<file path="config.mk">
export PLATFORM = sky130hd
export DESIGN_NAME = ex_divider_flat
export DESIGN_NICKNAME = d
export VERILOG_FILES = /design/src/rtl/ex_divider_if.sv /design/src/rtl/ex_divider.sv /design/src/flat_wrapper.sv
export SDC_FILE = /design/constraint.sdc
export NUM_CORES = 1
export LEC_CHECK = 0
export CAP_MARGIN = 20
export CORE_ASPECT_RATIO = 1.25
export CORE_MARGIN = 4
export CORE_UTILIZATION = 30
export CTS_CLUSTER_DIAMETER = 30
export DETAILED_ROUTE_END_ITERATION = 7
export PLACE_DENSITY = 0.57
export RECOVER_POWER = 50
export SLEW_MARGIN = 10
export SYNTH_ARGS = -nofsm -noshare
export SYNTH_HDL_FRONTEND = slang
export SYNTH_SLANG_ARGS = --single-unit
</file>
<file path="constraint.sdc">
create_clock -name clk -period 7.55 [get_ports clk]
set_input_delay 1.51 -clock clk [delete_from_list [all_inputs] [get_ports clk]]
set_output_delay 1.51 -clock clk [all_outputs]
set_load 0.01 [all_outputs]
</file>
<file path="src/rtl/ex_divider_if.sv">
// EX-stage divider bus: operation request from EX, stall request and results back.
// The master is the EX stage; the slave is the divider.
interface ex_divider_if #(
    parameter int WIDTH = 32
);
    logic             start;
    logic             signed_div;
    logic [WIDTH-1:0] dividend;
    logic [WIDTH-1:0] divisor;
    logic             annul;
    logic             stall_req;
    logic             done;
    logic [WIDTH-1:0] result_lo;
    logic [WIDTH-1:0] result_hi;

    modport master (
        output start, signed_div, dividend, divisor, annul,
        input  stall_req, done, result_lo, result_hi
    );

    modport slave (
        input  start, signed_div, dividend, divisor, annul,
        output stall_req, done, result_lo, result_hi
    );
endinterface

</file>
<file path="src/rtl/ex_divider.sv">
// Iterative restoring divider for MIPS DIV/DIVU.
// Produces one quotient bit per cycle and stalls the front of the pipeline while busy.
module ex_divider #(
    parameter int WIDTH = 32
) (
    input logic        clk,
    input logic        rst,
    ex_divider_if.slave bus
);
    localparam int CW = $clog2(WIDTH) + 1;

    typedef enum logic [1:0] {IDLE, BUSY, DONE} state_t;

    state_t           state, state_next;
    logic [CW-1:0]    cnt;
    logic [WIDTH:0]   rem;
    logic [WIDTH-1:0] quo;
    logic [WIDTH-1:0] dvs;
    logic             neg_q, neg_r;
    logic [WIDTH-1:0] lo_q, hi_q;

    logic             dd_neg, dv_neg;
    logic [WIDTH-1:0] dd_abs, dv_abs;
    logic [WIDTH:0]   rem_shift, diff, rem_next;
    logic [WIDTH-1:0] quo_next;
    logic             last_iter;
    logic             div_zero;

    // quo starts as |dividend| and fills with quotient bits as dividend bits shift out.
    always_comb begin
        dd_neg    = bus.signed_div & bus.dividend[WIDTH-1];
        dv_neg    = bus.signed_div & bus.divisor[WIDTH-1];
        dd_abs    = dd_neg ? -bus.dividend : bus.dividend;
        dv_abs    = dv_neg ? -bus.divisor  : bus.divisor;
        div_zero  = (bus.divisor == '0);
        rem_shift = {rem[WIDTH-1:0], quo[WIDTH-1]};
        diff      = rem_shift - {1'b0, dvs};
        if (!diff[WIDTH]) begin
            rem_next = diff;
            quo_next = {quo[WIDTH-2:0], 1'b1};
        end else begin
            rem_next = rem_shift;
            quo_next = {quo[WIDTH-2:0], 1'b0};
        end
        last_iter = (cnt == CW'(WIDTH - 1));
    end

    always_ff @(posedge clk or posedge rst) begin
        if (rst) state <= IDLE;
        else     state <= state_next;
    end

    always_comb begin
        state_next = state;
        if (bus.annul) begin
            state_next = IDLE;
        end else begin
            case (state)
                IDLE:    if (bus.start) state_next = div_zero ? DONE : BUSY;
                BUSY:    if (last_iter) state_next = DONE;
                DONE:    state_next = IDLE;
                default: state_next = IDLE;
            endcase
        end
    end

    always_ff @(posedge clk or posedge rst) begin
        if (rst) begin
            cnt   <= '0;
            rem   <= '0;
            quo   <= '0;
            dvs   <= '0;
            neg_q <= 1'b0;
            neg_r <= 1'b0;
            lo_q  <= '0;
            hi_q  <= '0;
        end else if (!bus.annul) begin
            case (state)
                IDLE: begin
                    if (bus.start) begin
                        rem   <= '0;
                        quo   <= dd_abs;
                        dvs   <= dv_abs;
                        neg_q <= dd_neg ^ dv_neg;
                        neg_r <= dd_neg;
                        cnt   <= '0;
                        if (div_zero) begin
                            lo_q <= '1;
                            hi_q <= bus.dividend;
                        end
                    end
                end
                BUSY: begin
                    rem <= rem_next;
                    quo <= quo_next;
                    cnt <= cnt + 1'b1;
                    if (last_iter) begin
                        lo_q <= neg_q ? -quo_next : quo_next;
                        hi_q <= neg_r ? -rem_next[WIDTH-1:0] : rem_next[WIDTH-1:0];
                    end
                end
                default: ;
            endcase
        end
    end

    // Reset also masks the stall so a held start cannot freeze the pipeline during reset.
    always_comb begin
        bus.stall_req = !rst && !bus.annul &&
                        (((state == IDLE) && bus.start) || (state == BUSY));
        bus.done      = (state == DONE);
        bus.result_lo = lo_q;
        bus.result_hi = hi_q;
    end
endmodule
</file>
<file path="src/flat_wrapper.sv">
// flat-port wrapper written by rule: the top's interface ports become plain ports
module ex_divider_flat 
#(
    parameter int WIDTH = 32
)
  (clk, rst, bus_start, bus_signed_div, bus_dividend, bus_divisor, bus_annul, bus_stall_req, bus_done, bus_result_lo, bus_result_hi);
  ex_divider_if #(.WIDTH(WIDTH)) bus_i ();
  input logic clk;
  input logic rst;
  input wire logic [$bits(bus_i.start)-1:0] bus_start;
  input wire logic [$bits(bus_i.signed_div)-1:0] bus_signed_div;
  input wire logic [$bits(bus_i.dividend)-1:0] bus_dividend;
  input wire logic [$bits(bus_i.divisor)-1:0] bus_divisor;
  input wire logic [$bits(bus_i.annul)-1:0] bus_annul;
  output wire logic [$bits(bus_i.stall_req)-1:0] bus_stall_req;
  output wire logic [$bits(bus_i.done)-1:0] bus_done;
  output wire logic [$bits(bus_i.result_lo)-1:0] bus_result_lo;
  output wire logic [$bits(bus_i.result_hi)-1:0] bus_result_hi;
  assign bus_i.start = bus_start;
  assign bus_i.signed_div = bus_signed_div;
  assign bus_i.dividend = bus_dividend;
  assign bus_i.divisor = bus_divisor;
  assign bus_i.annul = bus_annul;
  assign bus_stall_req = bus_i.stall_req;
  assign bus_done = bus_i.done;
  assign bus_result_lo = bus_i.result_lo;
  assign bus_result_hi = bus_i.result_hi;
  ex_divider #(.WIDTH(WIDTH)) u_core (.clk(clk), .rst(rst), .bus(bus_i));
endmodule
</file>
# Word-level counts from Yosys, hierarchy flattened
# Index checks and enable logic that the tools add are counted.
word_totals:
  rom_bits: 0
  output_inout_bits: 66
  ff_bits: 170
  in_bits: 69
  mem_count: 0
  ram_bits: 0
  latchBits: 0
  word_cells: 65
op_classes:
  magnitude_cmp: 0
  shift: 0
  add_sub_neg: 6
  n_mux: 25
  n_reduce_logical: 13
  div: 0
  multipliers: 0
  n_bitwise: 4
  eq_ne: 8
op_table:
  columns: ["op", "n"]
  rows:
  - ["32-bit 2-to-1 mux", 13]
  - ["32-bit case mux with 2 select lines", 4]
  - ["32-bit negator", 4]
  - ["33-bit by 32-bit subtractor with 33-bit output", 1]
  - ["32-bit logical NOT", 1]
  - ["6-bit case mux with 2 select lines", 1]
  - ["2-bit 2-to-1 mux", 4]
  - ["6-bit by 1-bit adder with 6-bit output, second input constant", 1]
  - ["6-bit by 5-bit equality test with 1-bit output, second input constant", 1]
  - ["6-bit 2-to-1 mux", 1]
  - ["3-bit AND reduction", 2]
  - ["5-bit AND reduction", 1]
  - ["2-bit by 1-bit != test with 1-bit output, second input constant", 2]
  - ["2-bit case mux with 2 select lines", 1]
  - ["1-bit logical AND", 3]
  - ["3-bit by 2-bit != test with 1-bit output, second input constant", 1]
  - ["3-bit != test, second input constant", 1]
  - ["1-bit AND", 2]
  - ["2-bit by 1-bit equality test with 1-bit output, second input constant", 1]
  - ["2-bit equality test, second input constant", 1]
  - ["1-bit logical NOT", 2]
  - ["2-bit logical NOT", 1]
  - ["2-bit != test, second input constant", 1]
  - ["2-bit AND reduction", 1]
  - ["other kinds (5)", 5]

# Logic depth before layout (Yosys ltp)
# Gate-level depths: netlist of the first run.
depth:
  depth_word: 6
  depth_mapped: 25
  mapped_depth_nobuf: 22

# Worst setup path after synthesis of the first run
# Ideal clock, no wire load.
synth_path:
  path_type: "register -> register"
  from: "register u_core.quo[31]"
  to: "register u_core.hi_q[26], in the netlist u_core.bus.result_hi[26]"
  setup_slack_ns: 2.572
  stages_incl_launch_ff: 25
  required_ns: 7.481
  t_arrival_ns: 4.909
  n_path_buf: 3
  setup_time_ns: 0.069
  cell_sequence: "dfrtp_1 -> inv_1 -> ha_1 -> inv_1 -> fa_1 -> a211oi_2 -> nor3_2 -> o211ai_1 -> nand3_2 -> o31a_4 -> xor2_4 -> buf_2 -> buf_4 -> buf_4 -> nand2_1 -> o21ai_0 -> ha_1 -> nand3b_1 -> or4_1 -> nor2_1 -> mux2_2 -> o211ai_1 -> o31a_1 -> or3_1 -> nand3_1"
synth_via:
  elab_chain_len: 6
synth_lines:
  columns: ["item", "line", "rtl"]
  rows:
  - ["start: declaration", "ex_divider.sv:17", "logic [WIDTH-1:0] quo;"]
  - ["start signal: assignment", "ex_divider.sv:82", "quo <= dd_abs;"]
  - ["start signal: assignment", "ex_divider.sv:95", "quo <= quo_next;"]
  - ["33-bit by 32-bit subtractor with 33-bit output", "ex_divider.sv:37", "diff = rem_shift - {1'b0, dvs};"]
  - ["32-bit 2-to-1 mux (*)", "ex_divider.sv:38", "if (!diff[WIDTH]) begin"]
  - ["32-bit negator", "ex_divider.sv:99", "hi_q <= neg_r ? -rem_next[WIDTH-1:0] : rem_next[WIDTH-1:0];"]
  - ["32-bit 2-to-1 mux (*)", "ex_divider.sv:99", null]
  - ["32-bit 2-to-1 mux (*)", "ex_divider.sv:97", "if (last_iter) begin"]
  - ["32-bit case mux with 2 select lines (*)", "ex_divider.sv:78", "case (state)"]
  - ["end signal: assignment", "ex_divider.sv:89", "hi_q <= bus.dividend;"]
  - ["end signal: assignment", "ex_divider.sv:99", null]
  - ["end: declaration", "ex_divider.sv:20", "logic [WIDTH-1:0] lo_q, hi_q;"]
# Every way passes the cells marked *; elsewhere a longest branch is shown, timed or not. The select of a mux whose other input is x is not followed.
# A chain may end at the register's enable or synchronous reset.

# Final worst setup path of the first run
layout_path:
  from: "input bus_annul"
  to: "register u_core.quo[3]"
layout_via:
  elab_chain_len: 2
layout_lines:
  columns: ["item", "line", "rtl"]
  rows:
  - ["start: declaration", "flat_wrapper.sv:14", "input wire logic [$bits(bus_i.annul)-1:0] bus_annul;"]
  - ["1-bit inverter (no source line)", null, null]
  - ["3-bit AND reduction (no source line)", null, null]
# No other way between the ends.

==> reports/metrics.csv, run 1 <==
metric,value,unit
Die Y-Extent,234,µm
Tcrit/Tclk final,75.4,%
row count,82,
fmax,0.176,GHz
violated checks,"max-capacitance violations, max-slew violations",
hpwl dp,28600,µm
Layout area overhead,19.5,%
synthesis warning total,0,
root buffer cell,clkbuf_16,
"slowest stage cell, crit path",clkbuf_1,
RSZ-0062 raised after global routing,no,
Post-Syn Area per Cell,8.10,µm²
Final setup viols,0,
Vias,11100,
routing usage on met1,21.8,%
total clock sinks,170,
final antenna-violating net count,0,
critical path peak fanout,60,
fin. max-slew vios,180,
GRT Max-Usage Layer,met2,
Mapped Area,0.0123,mm²
crit path cell chain,"dlygate4sd3_1, nor2_1, o21ai_0, clkbuf_1, clkbuf_1, o21ai_0",
sequential fraction of the synthesis area,34.6,%
status,"complete, but fails checks",
first-pass GRT wire length,59700,µm
Setup crit start kind,input pin,
critical path data required time,7.76,ns
insertion delay to the later sink of the worst-skew pair,0.44,ns
GR Util All Layers,16.7,%
met3 Use GR,2.31,%
Layout Cells excl Fill,2161,
CTS Hold Buffers Added,0,
initial core utilization,30.5,%
Seq cells post-synth,170,
drc violations,0,
die area,0.0443,mm²
placed cell count,2129,
drt via density,5.16,
top_reg_cell synth,dfrtp_1,
RD Place Congestion,0.863,
initial antenna violation count,0,
post-layout util,36.4,%
Post-synth EDFFs,0,
pin count of the biggest net entering global routing,104,
WS Path Type,input pin to register,
initial DRC count,767,
TritonCTS Buffers,17,
Max IR drop VDD,0.000163,V
max-cap violation count,3,
syn_nets,1623,
Worst Setup End Kind,register,
I/O Buffers,134,
I/O pin cnt,135,
GRT overflow,0,
Period minus WS final,5.69,ns
# diodes,0,
post_cts resized,0,
CTS tree,built,
Final nets,1709,
met2 global-route usage,29.1,%
Die X,189,µm
Hold Fails Final Rpt,0,
total core area,0.0403,mm²
Cell variety after synth,87,
final wirelength,37600,µm
"most common cell after layout, fill and taps aside",nor2_1,
vias in the first global route,10900,
"FFs w/ async S/R, synth",100,%
Syn Inst Count,1516,
drt first pass iters,5,
Leak Pwr,5.86,nW
pwr/cell area,235,mW/mm²
Slew @ Worst Pin,4.09,ns
setup bufs post-CTS,0,
setup TNS,0,ns
share of cells above drive strength 1,5.26,%
Slew Limit Headroom,-173,%
type of the tightest min-delay check,register to register,
clk slew on worst S/H paths,0.07,ns
wire per inst,17.4,µm
crit path DAT,5.90,ns
"commonest cells after routing, fill and taps aside","nor2_1, dfrtp_1, nand2_1, a21oi_1, o21ai_0",
clock tree buffer depth,2,
Worst path max stage delay,1.76,ns
H-tree lvl count,4,
final worst clock skew,0.0128,ns
layout make-up:
| cell class | count | area, µm² |
|---|---|---|
| fill | 4239 | 25600 |
| multi-input combinational | 1210 | 7500 |
| sequential | 170 | 4250 |
| timing repair buffer | 148 | 1460 |
| tap | 546 | 683 |
| clock buffer | 19 | 443 |
| inverter | 55 | 209 |
| clock inverter | 13 | 131 |
synth_stat cells (16+ instances only):
cell type | instances | share of area (%)
nor2_1 | 192 | 5.9
dfrtp_1 | 170 | 35
nand2_1 | 163 | 5.0
a21oi_1 | 148 | 6.0
o21ai_0 | 113 | 4.6
xor2_1 | 81 | 5.8
clkbuf_1 | 58 | 1.8
xnor2_1 | 54 | 3.9
inv_1 | 53 | 1.6
a31oi_1 | 37 | 1.9
ha_1 | 37 | 3.8
nor3_1 | 37 | 1.5
mux2i_1 | 34 | 2.8
nand3_1 | 19 | 0.77
o31ai_1 | 19 | 1.2
or3_1 | 18 | 0.92
buf_2 | 16 | 0.65
power breakdown:
group / switching [W] / leakage, nW / internal, W / total [W]
clock network: 0.000415 / 0.265 / 0.000471 / 0.000886
registers: 0.000187 / 2.03 / 0.00113 / 0.00132
logic: 0.000690 / 3.56 / 0.000561 / 0.00125
state kept, by name (all words and copies together), names as in the netlist:
register	count
u_core.quo	32
u_core.bus.result_hi	32
u_core.bus.result_lo	32
u_core.state	2
u_core.neg_r	1
u_core.neg_q	1
u_core.cnt	6
u_core.dvs	32
u_core.rem	32
worst paths after layout:
check                                                    start                                    to  slack [ns]  cells after the start
min in group asynchronous                                  rst   u_core.bus.result_hi[3]$_DFFE_PP0P_        3.09                      2
hold reg to reg            u_core.bus.result_hi[7]$_DFFE_PP0P_   u_core.bus.result_hi[7]$_DFFE_PP0P_        0.48                      2
hold / removal             u_core.bus.result_hi[7]$_DFFE_PP0P_   u_core.bus.result_hi[7]$_DFFE_PP0P_        0.48                      2
max in group asynchronous                                  rst            u_core.quo[28]$_DFFE_PP0P_        1.97                      3
setup / recovery                                     bus_annul             u_core.quo[3]$_DFFE_PP0P_        1.86                      6
setup reg to reg                    u_core.quo[31]$_DFFE_PP0P_  u_core.bus.result_lo[30]$_DFFE_PP0P_        2.08                     21
through the flow:
stage	instance area, µm²	total power [W]	worst slack, ns	hold WS, ns
final	14700	0.00345	1.86	0.483
after CTS	14700	0.00354	2.01	0.494
after detailed placement	14100	0.00266	1.55	0.478
after global routing	14700	0.00368	1.04	0.508
after global placement	14100	0.00263	1.60	0.474
after floorplan	12300	0.00207	1.44	0.475
cells by family after synthesis:
| group | Yosys count | synth area share, % |
|---|---|---|
| flops | 170 | 34.6 |
| fa+ha+maj | 38 | 3.93 |
| compound gates | 456 | 23.2 |
| buf+inv | 136 | 4.43 |
| simple gates | 537 | 20.4 |
| xor+xnor | 136 | 9.85 |
| mux | 43 | 3.60 |
critical path, delay by kind of cell:
| kind | cells | cell delay (ns) |
|---|---|---|
| simple gates | 1 | 0.18 |
| buf+inv | 3 | 3.59 |
| compound gates | 2 | 0.53 |
routing by layer:
layer  vias up  share of wire (%)
li1       5599                  -
met1      5217                 45
met2       288                 48
met3        39                4.5
met4         0                2.0
met5         -                  0
Note: power is estimated with default switching activity, not from simulation.
==> inputs of run 2 (changes only) <==
--- a/config.mk
+++ b/config.mk
@@ -11,7 +11,7 @@
 export CORE_UTILIZATION = 30
 export CTS_CLUSTER_DIAMETER = 30
 export DETAILED_ROUTE_END_ITERATION = 7
-export PLACE_DENSITY = 0.57
+export PLACE_DENSITY = 0.59
 export RECOVER_POWER = 50
 export SLEW_MARGIN = 10
 export SYNTH_ARGS = -nofsm -noshare
==> constraint.sdc (replaced) <==
create_clock -name clk -period 4.7 [get_ports clk]
set_input_delay 0.94 -clock clk [delete_from_list [all_inputs] [get_ports clk]]
set_output_delay 0.94 -clock clk [all_outputs]
set_load 0.01 [all_outputs]
==> run 2 against run 1 <==
Net effect: the run still ends with max-capacitance violations, max-slew violations left; critical path depth rose by 14; die area did not move; combinational power rose by 74%; global-route usage rose by 0.59 points; clock power rose by 76%; first-iteration DRC count rose by 21%; power rose by 69%; largest cell class unchanged.
==> reports/metrics.csv, run 2 (same netlist as run 1, synthesis figures left out) <==
metric,value,unit,change
H-tree lvl count,4,,unchanged
crit path DAT,5.01,ns,-0.89 ns
placed inst area,0.0146,mm²,+3.0%
Hold Crit Endpoint,u_core.bus.result_hi[3]$_DFFE_PP0P_,,
hpwl dp,30000,µm,+4.8%
Hold Fails Final Rpt,0,,unchanged
insertion delay to the later sink of the worst-skew pair,0.43,ns,about the same
Setup crit start kind,register,,
# diodes,0,,unchanged
"most common cell after layout, fill and taps aside",nor2_1,,
max-cap violation count,3,,unchanged
Reg2Reg Setup Slack,0.06,ns,-2.02 ns
routed length on met3,1910,µm,+13%
vias in the first global route,11300,,+3.6%
initial core utilization,30.5,%,unchanged
fin. max-slew vios,171,,-5.0%
FF-to-FF Start,u_core.quo[31]$_DFFE_PP0P_,,
CTS tree,built,,
Hold WS,0.492,ns,+0.00953 ns
Die Y-Extent,234,µm,unchanged
reg-to-reg endpoint,u_core.bus.result_hi[26]$_DFFE_PP0P_,,
RD Place Congestion,0.851,,-1.3%
violated checks,"max-capacitance violations, max-slew violations",,
area of the multi-input gates,0.00759,mm²,+1.2%
Fillers,4162,,-1.8%
CTS Hold Buffers Added,0,,unchanged
die area,0.0443,mm²,unchanged
placed cell count,2179,,+2.3%
GRT overflow,0,,unchanged
Die X,189,µm,unchanged
final wirelength,38300,µm,+1.9%
Layout area overhead,24.4,%,
RSZ-0062 raised after global routing,yes,,
Worst R2R Path Depth,20,,-4.8%
wire per inst,17.3,µm,-0.65%
final antenna-violating net count,0,,unchanged
met2 wire length,18700,µm,+2.7%
Hold Crit Start,u_core.bus.result_hi[3]$_DFFE_PP0P_,,
row count,82,,unchanged
Slew @ Worst Pin,2.60,ns,-1.49 ns
drc violations,0,,unchanged
status,"complete, but fails checks",,
Period minus WS final,4.64,ns,
design area,0.0153,mm²,+4.1%
I/O Buffers,134,,unchanged
Crit. Startpoint,u_core.quo[31]$_DFFE_PP0P_,,
initial DRC count,929,,+21%
first-pass GRT wire length,61500,µm,+3.1%
TritonCTS Buffers,17,,unchanged
"commonest cells after routing, fill and taps aside","nor2_1, dfrtp_1, nand2_1, a21oi_1, o21ai_0",,
clock tree buffer depth,2,,unchanged
DRT met1 WL,16700,µm,-1.5%
Vias,11400,,+2.2%
pwr/cell area,381,mW/mm²,+62%
hold path cells,2,,unchanged
total core area,0.0403,mm²,unchanged
drt via density,5.14,,-0.29%
I/O pin cnt,135,,unchanged
final worst clock skew,0.00702,ns,-0.00578 ns
critical path data required time,5.07,ns,-2.69 ns
Highest Signal Layer,met4,,
root buffer cell,clkbuf_16,,
Max IR drop VDD,0.000219,V,+35%
Tcrit/Tclk final,98.8,%,
clk slew on worst S/H paths,0.07,ns,about the same
Layout Cells excl Fill,2216,,+2.5%
pin count of the biggest net entering global routing,103,,-0.96%
drt first pass iters,6,,+1
Worst Setup End Kind,register,,
initial antenna violation count,0,,unchanged
register area,0.00425,mm²,unchanged
post-layout util,37.9,%,+1.5 points
GR Util All Layers,17.3,%,+0.59 points
total clock sinks,170,,unchanged
type of the tightest min-delay check,register to register,,
Leak Pwr,6.21,nW,+5.9%
fmax,0.215,GHz,
share of cells above drive strength 1,9.46,%,+4.2 points
Final setup viols,0,,unchanged
Slew Limit Headroom,-73.0,%,+99 points
Final nets,1764,,+3.2%
WS Path Type,register to register,,
critical path peak fanout,6,,-90%
==> run 2: cell count changes in the layout (fill, tap and decap cells not counted), sizes merged <==
cell | previous run | this run
dlygate4sd3 | 67 | 30
clkinvlp | 5 | 3
bufinv | 1 | 4
clkbuf | 21 | 24
clkinv | 2 | 3
clkdlybuf4s50 | 67 | 104
inv | 60 | 57
buf | 12 | 65
==> run 2: timing repair <==
action,in CTS,in global routing
setup endpoints to repair,0,17
gates resized for setup,0,18
buffers inserted,0,4
==> run 2: final cells by class <==
class,instances,share of cell area [%]
multi-input cells,1210,49.7
repair buffers,203,12.5
clock inverters,12,1.22
well taps,546,4.47
flip-flops and latches,170,27.8
inverters,55,1.38
clock buffers,20,2.99
==> run 2: where the power goes <==
group | switching, W | total [W] | internal [W]
clock | 0.000631 | 0.00156 | 0.000927
sequential | 0.000286 | 0.00210 | 0.00182
combinational | 0.00115 | 0.00217 | 0.00102
==> run 2: worst max path at each step <==
stage	to	slack [ns]	cells after the start
after CTS	u_core.bus.result_hi[28]$_DFFE_PP0P_	0.005	20
final	u_core.bus.result_hi[26]$_DFFE_PP0P_	0.06	20
after detailed placement	u_core.bus.result_lo[1]$_DFFE_PP0P_	0.003	17
after global placement	u_core.bus.result_lo[2]$_DFFE_PP0P_	0.08	17
after global routing	u_core.bus.result_hi[26]$_DFFE_PP0P_	-0.22	20
after floorplan	u_core.bus.result_hi[26]$_DFFE_PP0P_	-0.04	24
==> run 2: per-stage QoR <==
step / power [W] / setup TNS (ns) / setup WS, ns
after floorplan: 0.00333 / -0.0609 / -0.0406
after global placement: 0.00428 / 0 / 0.0756
after detailed placement: 0.00431 / 0 / 0.00285
after CTS: 0.00589 / 0 / 0.00538
after global routing: 0.00622 / -0.724 / -0.222
final: 0.00583 / 0 / 0.0574
==> run 2: routing by layer <==
| metal | global-route usage [%] | up-vias |
|---|---|---|
| met5 | 0 | - |
| met4 | 6.10 | 0 |
| met3 | 2.58 | 47 |
| met2 | 29.7 | 307 |
| met1 | 22.2 | 5335 |
| li1 | - | 5704 |
==> run 2: worst max-delay path, stage by stage (launching register included) <==
cell	delay [ns]
dfrtp_1	0.38
inv_2	0.07
ha_4	0.13
inv_2	0.03
fa_2	0.36
a211oi_4	0.34
nor3_4	0.10
o211ai_1	0.22
nand3_2	0.11
o31a_4	0.32
xor2_4	0.23
mux2i_2	0.27
ha_2	0.21
nand3b_1	0.10
or4_4	0.44
nor2_2	0.09
mux2_4	0.17
o211ai_1	0.21
o31a_1	0.38
or3_1	0.34
nand3_1	0.07
==> inputs of run 3 (changes only) <==
--- a/config.mk
+++ b/config.mk
@@ -10,6 +10,7 @@
 export CORE_MARGIN = 4
 export CORE_UTILIZATION = 30
 export CTS_CLUSTER_DIAMETER = 30
+export CTS_CLUSTER_SIZE = 12
 export DETAILED_ROUTE_END_ITERATION = 7
 export PLACE_DENSITY = 0.59
 export RECOVER_POWER = 50
==> results of run 3 <==
Final layout, timing and power as in run 2 (identical DEF).
